==> config.mk <==
export PLATFORM = sky130hd
export DESIGN_NAME = comb_ocr_param
export DESIGN_NICKNAME = d
export VERILOG_FILES = /design/src/rtl/comb_ocr_param.sv
export SDC_FILE = /design/constraint.sdc
export NUM_CORES = 1
export LEC_CHECK = 0
export BUFFER_PORTS_ARGS = -buffer_cell sky130_fd_sc_hd__buf_2
export CAP_MARGIN = 10
export CORE_MARGIN = 5
export CORE_UTILIZATION = 40
export DETAILED_ROUTE_END_ITERATION = 8
export PLACE_DENSITY_LB_ADDON = 0.08
export SYNTH_ARGS = -nofsm -noshare
export SYNTH_HDL_FRONTEND = slang
export SYNTH_SLANG_ARGS = --single-unit
==> constraint.sdc <==
create_clock -name CLK -period 4 [get_ports CLK]
set_clock_uncertainty 0.05 [all_clocks]
set_input_delay 0.6 -clock CLK [delete_from_list [all_inputs] [get_ports CLK]]
set_output_delay 0.6 -clock CLK [all_outputs]
set_load 0.005 [all_outputs]
==> src/rtl/comb_ocr_param.sv <==
// Comb-line OCR: scans NCOMB horizontal and NCOMB vertical lines of a binary
// image, counts 0->1 transitions per line (saturating at 3) and matches the
// resulting feature vector against a set of fixed templates.
module comb_ocr_param #(
    parameter int unsigned IMG_W  = 16,
    parameter int unsigned IMG_H  = 16,
    parameter int unsigned NCOMB  = 3,
    parameter int unsigned CODE_W = 4,
    parameter int unsigned NCLASS = 10,
    parameter logic [NCLASS*4*NCOMB-1:0] TEMPLATES = '0
) (
    input  logic                                CLK,
    input  logic                                CLR,
    input  logic                                start,
    output logic [$clog2(IMG_W*IMG_H)-1:0]      pix_addr,
    input  logic                                pix_data,
    output logic                                busy,
    output logic                                done,
    output logic [4*NCOMB-1:0]                  feat,
    output logic [CODE_W-1:0]                   OCR
);

    localparam int unsigned FW   = 4 * NCOMB;
    localparam int unsigned AW   = $clog2(IMG_W * IMG_H);
    localparam int unsigned MAXD = (IMG_W > IMG_H) ? IMG_W : IMG_H;
    localparam int unsigned PW   = $clog2(MAXD);
    localparam int unsigned LW   = (NCOMB > 1) ? $clog2(NCOMB) : 1;
    localparam int unsigned SW   = $clog2(2 * NCOMB);

    // Start address of each horizontal comb line (comb row * IMG_W)
    function automatic logic [NCOMB*AW-1:0] f_hbase();
        logic [NCOMB*AW-1:0] r;
        r = '0;
        for (int unsigned k = 0; k < NCOMB; k++)
            r[k*AW +: AW] = AW'((((k + 1) * IMG_H) / (NCOMB + 1)) * IMG_W);
        return r;
    endfunction

    // Start address of each vertical comb line (comb column in row 0)
    function automatic logic [NCOMB*AW-1:0] f_vbase();
        logic [NCOMB*AW-1:0] r;
        r = '0;
        for (int unsigned k = 0; k < NCOMB; k++)
            r[k*AW +: AW] = AW'(((k + 1) * IMG_W) / (NCOMB + 1));
        return r;
    endfunction

    localparam logic [NCOMB*AW-1:0] HBASE = f_hbase();
    localparam logic [NCOMB*AW-1:0] VBASE = f_vbase();

    typedef enum logic [2:0] {
        IDLE     = 3'd0,
        HSCAN    = 3'd1,
        VSCAN    = 3'd2,
        DRAIN    = 3'd3,
        CLASSIFY = 3'd4,
        DONE     = 3'd5
    } state_e;

    state_e              state_q, state_d;
    logic [PW-1:0]       pos_q, pos_d;
    logic [LW-1:0]       line_q, line_d, nxt_line;
    logic [AW-1:0]       addr_q, addr_d;
    logic                busy_q, busy_d;
    logic                done_q, done_d;
    logic                vld_q, vld_d;
    logic                first_q, first_d;
    logic [SW-1:0]       slot_q, slot_d;
    logic                prev_q, prev_d;
    logic [1:0]          cnt_q, cnt_d;
    logic [FW-1:0]       acc_q, acc_d;
    logic [FW-1:0]       feat_q, feat_d;
    logic [CODE_W-1:0]   ocr_q, ocr_d;
    logic                rise;
    logic [1:0]          cnt_base;

    // Next-state, address generation, transition counting and classification
    always_comb begin
        state_d  = state_q;
        pos_d    = pos_q;
        line_d   = line_q;
        addr_d   = '0;
        vld_d    = 1'b0;
        first_d  = 1'b0;
        slot_d   = '0;
        prev_d   = prev_q;
        cnt_d    = cnt_q;
        acc_d    = acc_q;
        feat_d   = feat_q;
        ocr_d    = ocr_q;
        nxt_line = line_q + LW'(1);
        rise     = 1'b0;
        cnt_base = 2'd0;

        // Pixel for the address issued last cycle; line-start resets history
        if (vld_q) begin
            rise     = pix_data & ~(prev_q & ~first_q);
            cnt_base = first_q ? 2'd0 : cnt_q;
            cnt_d    = (cnt_base == 2'd3) ? 2'd3 : cnt_base + {1'b0, rise};
            prev_d   = pix_data;
            acc_d[int'(slot_q)*2 +: 2] = cnt_d;
        end

        case (state_q)
            IDLE: begin
                if (start) begin
                    state_d = HSCAN;
                    pos_d   = '0;
                    line_d  = '0;
                    addr_d  = HBASE[0 +: AW];
                    acc_d   = '0;
                end
            end
            HSCAN: begin
                vld_d   = 1'b1;
                first_d = (pos_q == '0);
                slot_d  = SW'(line_q);
                if (pos_q == PW'(IMG_W - 1)) begin
                    pos_d = '0;
                    if (line_q == LW'(NCOMB - 1)) begin
                        state_d = VSCAN;
                        line_d  = '0;
                        addr_d  = VBASE[0 +: AW];
                    end else begin
                        line_d = nxt_line;
                        addr_d = HBASE[int'(nxt_line)*AW +: AW];
                    end
                end else begin
                    pos_d  = pos_q + PW'(1);
                    addr_d = addr_q + AW'(1);
                end
            end
            VSCAN: begin
                vld_d   = 1'b1;
                first_d = (pos_q == '0);
                slot_d  = SW'(NCOMB) + SW'(line_q);
                if (pos_q == PW'(IMG_H - 1)) begin
                    pos_d = '0;
                    if (line_q == LW'(NCOMB - 1)) begin
                        state_d = DRAIN;
                        line_d  = '0;
                    end else begin
                        line_d = nxt_line;
                        addr_d = VBASE[int'(nxt_line)*AW +: AW];
                    end
                end else begin
                    pos_d  = pos_q + PW'(1);
                    addr_d = addr_q + AW'(IMG_W);
                end
            end
            DRAIN: begin
                state_d = CLASSIFY;
            end
            CLASSIFY: begin
                state_d = DONE;
                feat_d  = acc_q;
                ocr_d   = '1;
                for (int t = int'(NCLASS) - 1; t >= 0; t--) begin
                    if (TEMPLATES[t*FW +: FW] == acc_q)
                        ocr_d = CODE_W'(t);
                end
            end
            DONE: begin
                state_d = IDLE;
            end
            default: begin
                state_d = IDLE;
            end
        endcase

        busy_d = (state_d == HSCAN) || (state_d == VSCAN) ||
                 (state_d == DRAIN) || (state_d == CLASSIFY);
        done_d = (state_d == DONE);
    end

    // State and datapath registers
    always_ff @(posedge CLK or posedge CLR) begin
        if (CLR) begin
            state_q <= IDLE;
            pos_q   <= '0;
            line_q  <= '0;
            addr_q  <= '0;
            busy_q  <= 1'b0;
            done_q  <= 1'b0;
            vld_q   <= 1'b0;
            first_q <= 1'b0;
            slot_q  <= '0;
            prev_q  <= 1'b0;
            cnt_q   <= 2'd0;
            acc_q   <= '0;
            feat_q  <= '0;
            ocr_q   <= '0;
        end else begin
            state_q <= state_d;
            pos_q   <= pos_d;
            line_q  <= line_d;
            addr_q  <= addr_d;
            busy_q  <= busy_d;
            done_q  <= done_d;
            vld_q   <= vld_d;
            first_q <= first_d;
            slot_q  <= slot_d;
            prev_q  <= prev_d;
            cnt_q   <= cnt_d;
            acc_q   <= acc_d;
            feat_q  <= feat_d;
            ocr_q   <= ocr_d;
        end
    end

    assign pix_addr = addr_q;
    assign busy     = busy_q;
    assign done     = done_q;
    assign feat     = feat_q;
    assign OCR      = ocr_q;

endmodule

==> results.md, run 1 <==
* Fin util at 45.2%
* Ant diodes at 0
* Clk sinks at 52
* Most common cell in the netlist: dfrtp_1
* Post-synthesis adder-cell area fraction at 5.27%
* Simple-gate share of the synthesized area at 15.3%
* Reg clk slew, reported paths at 0.10 ns
* Clk buf depth at 2
* Post-Place Cells at 335
* Share of layout cells above drive strength 1 at 22.6%
* Clk root buf: clkbuf_8
* Most frequent CP cell: ha_1
* Cell Area, Synth at 2610 µm²
* Initial antenna violation count at 0
* GR Overflow Total at 0
* Status: finished, final reports clean
* Post-synthesis register bit count at 52
* Final wirelength at 5360 µm
* Tmin final at 2.01 ns
* Seq/Total Area, Yosys at 49.8%
* Crit Path Max Fanout at 4
* Number of max-cap violations at 0
* CP top delay family: simple AND/OR/NAND/NOR gates
* Yosys warning count at 0
* Post-synth top area cell: dfrtp_1
* DRT antenna net count at 0
* Static leakage at 1.37 nW
* Synth cell types at 48
* Iter 0 DRT Violations at 66
* DIE AREA at 8240 µm²
* Vias in the first global route at 1802
* Fin. Hold Viols at 0
* Ys async rst share at 100%
* Cell Count, Final, Fillers Out at 343
* Largest family of logic cells by synthesized area: simple AND/OR/NAND/NOR gates
* Post-DP Area at 2770 µm²
* Ports at 30
* Setup WS pre-CTS at 2.01 ns
* Synth Area in Compound Gates at 12.3%
* Critical path cell sequence: inv_1 -> ha_1 -> ha_1 -> nor4_1 -> mux2i_1 -> nor2_1
* Core ar. at 6350 µm²
* Fin Hold WS at 0.297 ns
* Die X at 90.8 µm
* Pwr Total at 962 µW
* TritonCTS clock tree: done
* Clk_lat worst skew at 0.31 ns
* Area share of the largest cell type after synthesis at 49.8%
* Cells after Synth at 240
* DRC Markers at 0
* PwrDens at 335 nW/µm²
* First-pass GRT wire length at 9200 µm
* XOR/XNOR share of the synthesized area at 1.34%
* Crit Path Category: flip-flop to flip-flop
* Post-CTS Setup Inserts at 0
* Top cells by area, synth: dfrtp_1 50%, mux2_2 6.5%, ha_1 5.3%
* Critical Path Sink Type: flip-flop
* CTS Buf Count at 5
* Via count at 1832
* Total track usage at 13.4%
* CP required at 4.14 ns
* Post_cts resized at 0
* Syn_nets at 255
* Peak VDD IR at 0.209 mV
* Core Rows at 29
* Post-route setup TNS at 0 ns
* Gpl congestion at 0.765
* Achievable frequency at 497 MHz
* Worst path slowest cell: nor4_1
* Initial core utilization at 41.1%
* H-Tree Depth at 2
* Final setup fails at 0
* Data arrival time of the critical path at 2.15 ns
* RSZ-0062 raised after global routing: false
* Post-route clock period utilization at 50.3%
* Area delta synth->final at 9.92%
* Top post-synthesis cells by count: 52 x dfrtp_1, 26 x nor2_1, 15 x mux2_2
* Largest net degree at the start of global routing at 29
* IO Port Bufs at 29
* Slew HR at 52.7%
* CP startpoint kind: flip-flop
* DR WL/cell at 15.6 µm
* Worst Tran Pin Value at 0.707 ns
* Hold Path Class: input port to async pin
* 1st-pass router iterations at 4
* Nets at 280
* Die H at 90.8 µm
* Final instance area at 2870 µm²
* Multiplexer share of the synthesized area at 10.7%
* Dpl hpwl at 3960 µm
* Final Max Slew Viols at 0
* Crit-path max cell delay at 0.56 ns
* Avg Inst Size Synth at 10.9 µm²
* Post-synth EDFFs at 0
* Worst setup margin at 1.99 ns
* Hold Buf Count CTS at 0
* Buffers & Inverters on Critical Path at 1
* Most used DFF post-synth: dfrtp_1
* Vias per cell at 5.34
[final cells by class]
type / instances / area [µm²]
repair buffers: 30 / 153
clock inverters: 3 / 27.5
flip-flops and latches: 52 / 1300
clock buffers: 5 / 68.8
fillers: 614 / 3480
well taps: 77 / 96.3
multi-input cells: 162 / 1170
inverters: 14 / 52.6
[path summary, 6_finish.rpt]
kind	endpoint	depth (start not counted)	slack (ns)	start
min in group CLK	feat[11]	1	0.46	feat[11]
hold / removal	OCR[2]	2	0.30	CLR
setup reg to reg	acc_q[11]	6	1.99	slot_q[0]
max in group asynchronous	slot_q[0]	3	2.85	CLR
hold reg to reg	feat[11]	1	0.46	feat[11]
setup / recovery	acc_q[11]	6	1.99	slot_q[0]
[routing by layer]
layer	global-route usage [%]	part of all wire [%]	vias to the layer above
li1	-	-	906
met1	18.8	50	907
met2	21.4	47	14
met3	2.58	2.2	5
met4	3.30	1.1	0
met5	0	0	-
[flip-flops by register name, summed over array words and instances (netlist names), 2 cells and up]
name	count
acc_q	12
feat	12
pix_addr	8
pos_q	4
slot_q	3
state_q	3
cnt_q	2
line_q	2
[worst reg2reg max path, stage by stage (launching register included)]
cell and delay [ns]:
dfrtp_1 0.40, inv_1 0.08, ha_1 0.20, ha_1 0.32, nor4_1 0.56, mux2i_1 0.25
nor2_1 0.05
[cell families (layout without fill, tap and decap cells)]
group | count (synthesis) | after routing
xor+xnor | 4 | 4
buf+inv | 26 | 52
flops | 52 | 52
compound gates | 47 | 47
simple gates | 74 | 74
fa+ha+maj | 11 | 11
mux | 26 | 26
[report_power, final]
| group | switching, mW | leakage [nW] | total (mW) | internal (mW) |
|---|---|---|---|---|
| registers | 0.0255 | 0.630 | 0.576 | 0.551 |
| logic | 0.0444 | 0.692 | 0.0730 | 0.0286 |
| clock network | 0.184 | 0.0463 | 0.313 | 0.129 |
| total | 0.254 | 1.37 | 0.962 | 0.708 |
[layout by cell type, fill, tap and decap left out, types with 2 or more instances in the layout]
cell type / Yosys / layout
nand3_1: 5 / 5
xor2_1: 2 / 2
o22ai_1: 4 / 4
nand4bb_1: 2 / 2
o21ai_0: 8 / 8
nor2_1: 26 / 26
inv_1: 13 / 12
nand4_1: 2 / 2
nand2_1: 10 / 10
o21a_1: 3 / 3
clkbuf_8: 0 / 5
a21boi_0: 2 / 2
buf_2: 3 / 29
o21bai_1: 2 / 2
a22oi_1: 2 / 2
nor3_1: 2 / 2
xnor2_1: 2 / 2
dfrtp_1: 52 / 52
nor4_1: 5 / 5
or2_2: 2 / 2
and3_1: 5 / 5
mux2_2: 15 / 15
a32o_1: 4 / 4
or3b_1: 2 / 2
inv_2: 1 / 2
mux2i_1: 11 / 11
a31oi_1: 4 / 4
nand2b_1: 3 / 3
a21oi_1: 9 / 9
ha_1: 11 / 11
nor2b_1: 2 / 2
nor3b_1: 3 / 3
Note: power is estimated with default switching activity, not from simulation.
==> inputs of run 2 (changes only) <==
Clock period 4 ns to 1.8 ns, I/O delays scaled along.
==> run 2 against run 1 <==
Effect of this change:
- non-clock buffer count rose by 17
- critical endpoint is now acc_q[5]
- flip-flop and latch count is the same
- sequential share of layout area down 2.9 points
- first-iteration DRC count is 32% lower
- global-route usage increased by 0.48 points
- via count is essentially flat
- combinational power rose by 130%
- count of clock-buffer cells in the layout unchanged
- largest cell class unchanged
- wire length is 2.4% higher
- total power increased by 120%
- clock power is 120% higher
==> results.md, run 2 (synthesis gave the netlist of run 1 again) <==
* Status: finished, final reports clean
* Hold_sp: pix_data
* Initial core utilization at 41.1%
* CP startpoint: slot_q[1]
* Flop pwr share at 59.6%
* Reg-to-Reg End: acc_q[5]
* Initial antenna violation count at 0
* Post-route clock period utilization at 99.5%
* PwrDens at 702 nW/µm²
* DRT antenna net count at 0
* Most frequent cells in the layout: 52 x dfrtp_1, 29 x buf_2, 26 x nor2_1, 15 x mux2_2, 15 x buf_4
* Static leakage at 1.46 nW
* Clk_lat worst skew at 0.31 ns
* Most common cell after layout, fill and taps aside: dfrtp_1
* FF-to-FF setup slack at 0.01 ns
* CP startpoint kind: flip-flop
* Fill cells at 589
* First-pass GRT wire length at 9540 µm
* Hold Path Class: input port to flip-flop
* Clk buf depth at 2
* Nets at 297
* Switching Share at 26.7%
* Data arrival time of the critical path at 1.95 ns
* Largest net degree at the start of global routing at 53
* Dpl hpwl at 3950 µm
* Peak VDD IR at 0.461 mV
* Hold Path End: prev_q
* DR WL/cell at 15.2 µm
* Reg2Reg Depth at 7
* Core ar. at 6350 µm²
* Crit-path max cell delay at 0.43 ns
* Clk root buf: clkbuf_8
* CTS Buf Count at 5
* Crit Path Max Fanout at 4
* Iter 0 DRT Violations at 45
* Total track usage at 13.9%
* GR Overflow Total at 0
* RSZ-0062 raised after global routing: true
* Final wirelength at 5490 µm
* Vias in the first global route at 1899
* DIE AREA at 8240 µm²
* Crit Path Category: flip-flop to flip-flop
* Achievable frequency at 559 MHz
* Number of max-cap violations at 0
* Reg-to-Reg Start: slot_q[1]
* Reg clk slew, reported paths at 0.11 ns
* Post-DP Area at 2920 µm²
* Area delta synth->final at 17.3%
* CP required at 1.96 ns
* Net Switching at 574 µW
* Post-Place Cells at 350
* Final instance area at 3060 µm²
* Critical Path Sink Type: flip-flop
* Combinational power share at 7.9%
* Via count at 1831
* H-Tree Depth at 2
* 1st-pass router iterations at 4
* Worst Tran Pin Value at 0.414 ns
* Core Rows at 29
* Ant diodes at 0
* DRC Markers at 0
* Fin. Hold Viols at 0
* Ports at 30
* Tmin final at 1.79 ns
* Vias per cell at 5.09
* Fin Hold WS at 0.160 ns
* Die H at 90.8 µm
* Share of layout cells above drive strength 1 at 29.0%
* P_int at 1.58 mW
* Critical path cell sequence: inv_1 -> ha_4 -> ha_4 -> nand4bb_1 -> or3_4 -> mux2i_1 -> nor2_1
* Clk sinks at 52
* Final setup fails at 0
* Cell Count, Final, Fillers Out at 360
* Hold Path Stages at 2
* Worst path slowest cell: or3_4
* IO Port Bufs at 29
* Gpl congestion at 0.794
* Die X at 90.8 µm
* TritonCTS clock tree: done
* Most frequent CP cell: ha_4
* Clock power frac at 32.5%
* Slew HR at 72.3%
* Final Max Slew Viols at 0
==> run 2: changes by cell type in the layout (fill, tap and decap cells not counted), moves of 2 or more <==
| cell | previous run | this run |
|---|---|---|
| ha_1 | 11 | 9 |
| ha_4 | 0 | 2 |
| buf_12 | 0 | 2 |
| inv_6 | 0 | 2 |
| buf_4 | 1 | 15 |
==> run 2: metal layers <==
metal | track usage, % | share of wire, %
met1 | 18.9 | 49
met2 | 22.5 | 47
met3 | 2.58 | 2.4
met4 | 4.03 | 1.2
met5 | 0 | 0
==> run 2: repair_timing <==
action	in CTS	in global routing
endpoints found under the hold margin	52	0
pin swaps	0	3
buffers inserted	0	1
setup endpoints to repair	4	11
hold buffers	1	0
resized for setup	1	5
==> run 2: critical path: cells and delay by family (launching register included) <==
| family | cells | cell delay (ns) |
|---|---|---|
| adder cells (fa/ha/maj) | 2 | 0.44 |
| buffers and inverters | 1 | 0.07 |
| flip-flops | 1 | 0.36 |
| multiplexers | 1 | 0.15 |
| AND/OR/NAND/NOR | 3 | 0.62 |
==> run 2: metrics by stage <==
step	worst slack (ns)	util (%)	power (mW)	TNS, ns
after global routing	-0.0820	48.3	2.27	-0.141
after CTS	0.0153	47.8	2.19	0
after global placement	0.0165	46.0	1.48	0
after floorplan	0.0373	-	1.40	0
after detailed placement	-0.00139	46.0	1.48	-0.00163
final	0.00975	48.3	2.15	0
==> run 2: power groups by stage <==
stage	clock network, mW	logic, mW	registers, mW
after floorplan	0	0.125	1.28
after global placement	0	0.171	1.31
after detailed placement	0	0.173	1.31
after CTS	0.733	0.175	1.28
after global routing	0.782	0.196	1.29
final	0.698	0.170	1.28
==> run 2: area by class of cell <==
cell class                 count  area (µm²)  area share [%]
tap                           77        96.3            3.14
timing repair buffer          47         308            10.0
multi-input combinational    162        1210            39.6
sequential                    52        1300            42.5
inverter                      14        52.6            1.71
clock buffer                   5        68.8            2.25
clock inverter                 3        25.0           0.817
==> run 2: worst max path at each step <==
| stage | slack (ns) | end |
|---|---|---|
| after floorplan | 0.04 | acc_q[4] |
| after global placement | 0.02 | acc_q[5] |
| after detailed placement | -0.001 | acc_q[5] |
| after CTS | 0.02 | acc_q[5] |
| after global routing | -0.08 | acc_q[4] |
| final | 0.01 | acc_q[5] |
==> inputs of run 3 (changes only) <==
Clock period 1.8 ns to 1.7 ns, I/O delays scaled along.
==> run 3 against run 2 <==
Effect of this change:
- clock power grew 6.2%
- utilization grew 1.2 points
- cell count grew 1.4%
- count of clock-buffer cells in the layout is the same
- wire length grew 1.4%
- register-to-register slack lost 0.03 ns
- non-clock buffer count grew 5
- critical endpoint is now acc_q[4]
- via count grew 5.7%
- sequential share of layout area shrank 0.96 points
- setup slack lost 0.029 ns
- the run now ends with setup timing left
==> results.md, run 3 (synthesis gave the netlist of run 1 again) <==
* Post-route setup TNS at -0.0283 ns
* Critical path cell sequence: inv_2 -> ha_4 -> ha_4 -> nand4bb_1 -> or3_4 -> mux2i_1 -> nor2_1
* Ports at 30
* Slew HR at 76.0%
* Worst setup margin at -0.0192 ns
* First-pass GRT wire length at 9830 µm
* Number of max-cap violations at 0
* Area of the multi-input gates at 1230 µm²
* CP startpoint: slot_q[0]
* Net Switching at 608 µW
* Fin Hold WS at 0.141 ns
* Core ar. at 6350 µm²
* Failing checks: setup timing
* Clock power frac at 32.5%
* Crit-path max cell delay at 0.37 ns
* Status: complete, but fails checks
* Initial antenna violation count at 0
* Combinational power share at 8.2%
* Post-Place Cells at 355
* Initial core utilization at 41.1%
* Clk root buf: clkbuf_8
* Final setup fails at 2
* Nets at 302
* Critical Path Sink Type: flip-flop
* Vias per cell at 5.30
* Reg-to-Reg Start: slot_q[0]
* Gpl congestion at 0.794
* Most frequent CP cell: ha_4
* CP startpoint kind: flip-flop
* Fin util at 49.4%
* CP top delay family: simple AND/OR/NAND/NOR gates
* Worst Tran Pin Value at 0.360 ns
* Final Max Slew Viols at 0
* Crit Path Category: flip-flop to flip-flop
* Total track usage at 14.3%
* Fin. Hold Viols at 0
* Flop pwr share at 59.4%
* DIE AREA at 8240 µm²
* Core Rows at 29
* Most common cell after layout, fill and taps aside: dfrtp_1
* Worst path slowest cell: dfrtp_1
* PwrDens at 727 nW/µm²
* 1st-pass router iterations at 4
* Data arrival time of the critical path at 1.89 ns
* Dpl hpwl at 4190 µm
* Reg clk slew, reported paths at 0.11 ns
* P_int at 1.67 mW
* Peak VDD IR at 0.406 mV
* Buffers & Inverters on Critical Path at 1
* Hold_sp: pix_data
* TritonCTS clock tree: done
* Via count at 1935
* DR WL/cell at 15.2 µm
* Clk sinks at 52
* H-Tree Depth at 2
* Ant diodes at 0
* Area delta synth->final at 20.2%
* Iter 0 DRT Violations at 58
* Static leakage at 1.49 nW
* Switching Share at 26.7%
* Register area at 1300 µm²
* RSZ-0062 raised after global routing: true
* Crit Path Max Fanout at 4
* Largest net degree at the start of global routing at 26
* Share of layout cells above drive strength 1 at 32.6%
* Post-route clock period utilization at 101%
* GR Overflow Total at 0
* CTS Buf Count at 5
* Hold Path Class: input port to flip-flop
* Die X at 90.8 µm
* CP required at 1.87 ns
* Final wirelength at 5560 µm
* Achievable frequency at 582 MHz
* Pwr Total at 2.28 mW
* DRC Markers at 0
* Clk_lat worst skew at 0.31 ns
* Tmin final at 1.72 ns
* Fill cells at 612
* IO Port Bufs at 29
* Die H at 90.8 µm
* Vias in the first global route at 1980
* Clk buf depth at 2
* DRT antenna net count at 0
* Cell Count, Final, Fillers Out at 365
* Most frequent cells in the layout: 51 x dfrtp_1, 29 x buf_2, 25 x nor2_1, 19 x buf_4, 15 x mux2_2
-- run 3: metal layers --
metal	wire length (µm)	global-route usage [%]
met1	2710	20.1
met2	2630	22.3
met4	53	3.55
met3	163	3.17
met5	0	0
-- run 3: stage by stage --
stage | area [µm²] | setup slack (ns)
after detailed placement | 2990 | -0.0168
after floorplan | 2640 | 0.00951
after CTS | 3100 | 0.00436
after global placement | 2990 | -0.00748
final | 3140 | -0.0192
after global routing | 3140 | -0.131
-- run 3: repair_timing --
action | CTS | global route
buffers inserted | 0 | 1
endpoints found under the setup margin | 6 | 16
hold buffers | 1 | 0
hold endpoints to repair | 14 | 0
pin swaps | 0 | 1
resized for setup | 2 | 10
-- run 3: path summary, 6_finish.rpt --
path                       depth (start not counted)   endpoint  slack, ns
hold / removal                                     2     prev_q       0.14
setup / recovery                                   7   acc_q[4]      -0.02
max in group asynchronous                          4  acc_q[10]       0.69
min in group asynchronous                          3       done       0.41
setup reg to reg                                   7   acc_q[4]      -0.02
hold reg to reg                                    1    feat[4]       0.46
-- run 3: power groups by stage --
stage	registers (mW)	logic, mW	clock network [mW]
after floorplan	1.35	0.132	0
after global placement	1.38	0.180	0
after detailed placement	1.38	0.183	0
after CTS	1.35	0.186	0.769
after global routing	1.37	0.219	0.813
final	1.35	0.186	0.741
-- run 3: final cells by class --
type	instances	area share, %
inverter	14	1.67
clock inverter	3	0.877
timing repair buffer	52	11.4
clock buffer	5	2.19
sequential	52	41.5
multi-input combinational	162	39.3
tap	77	3.07
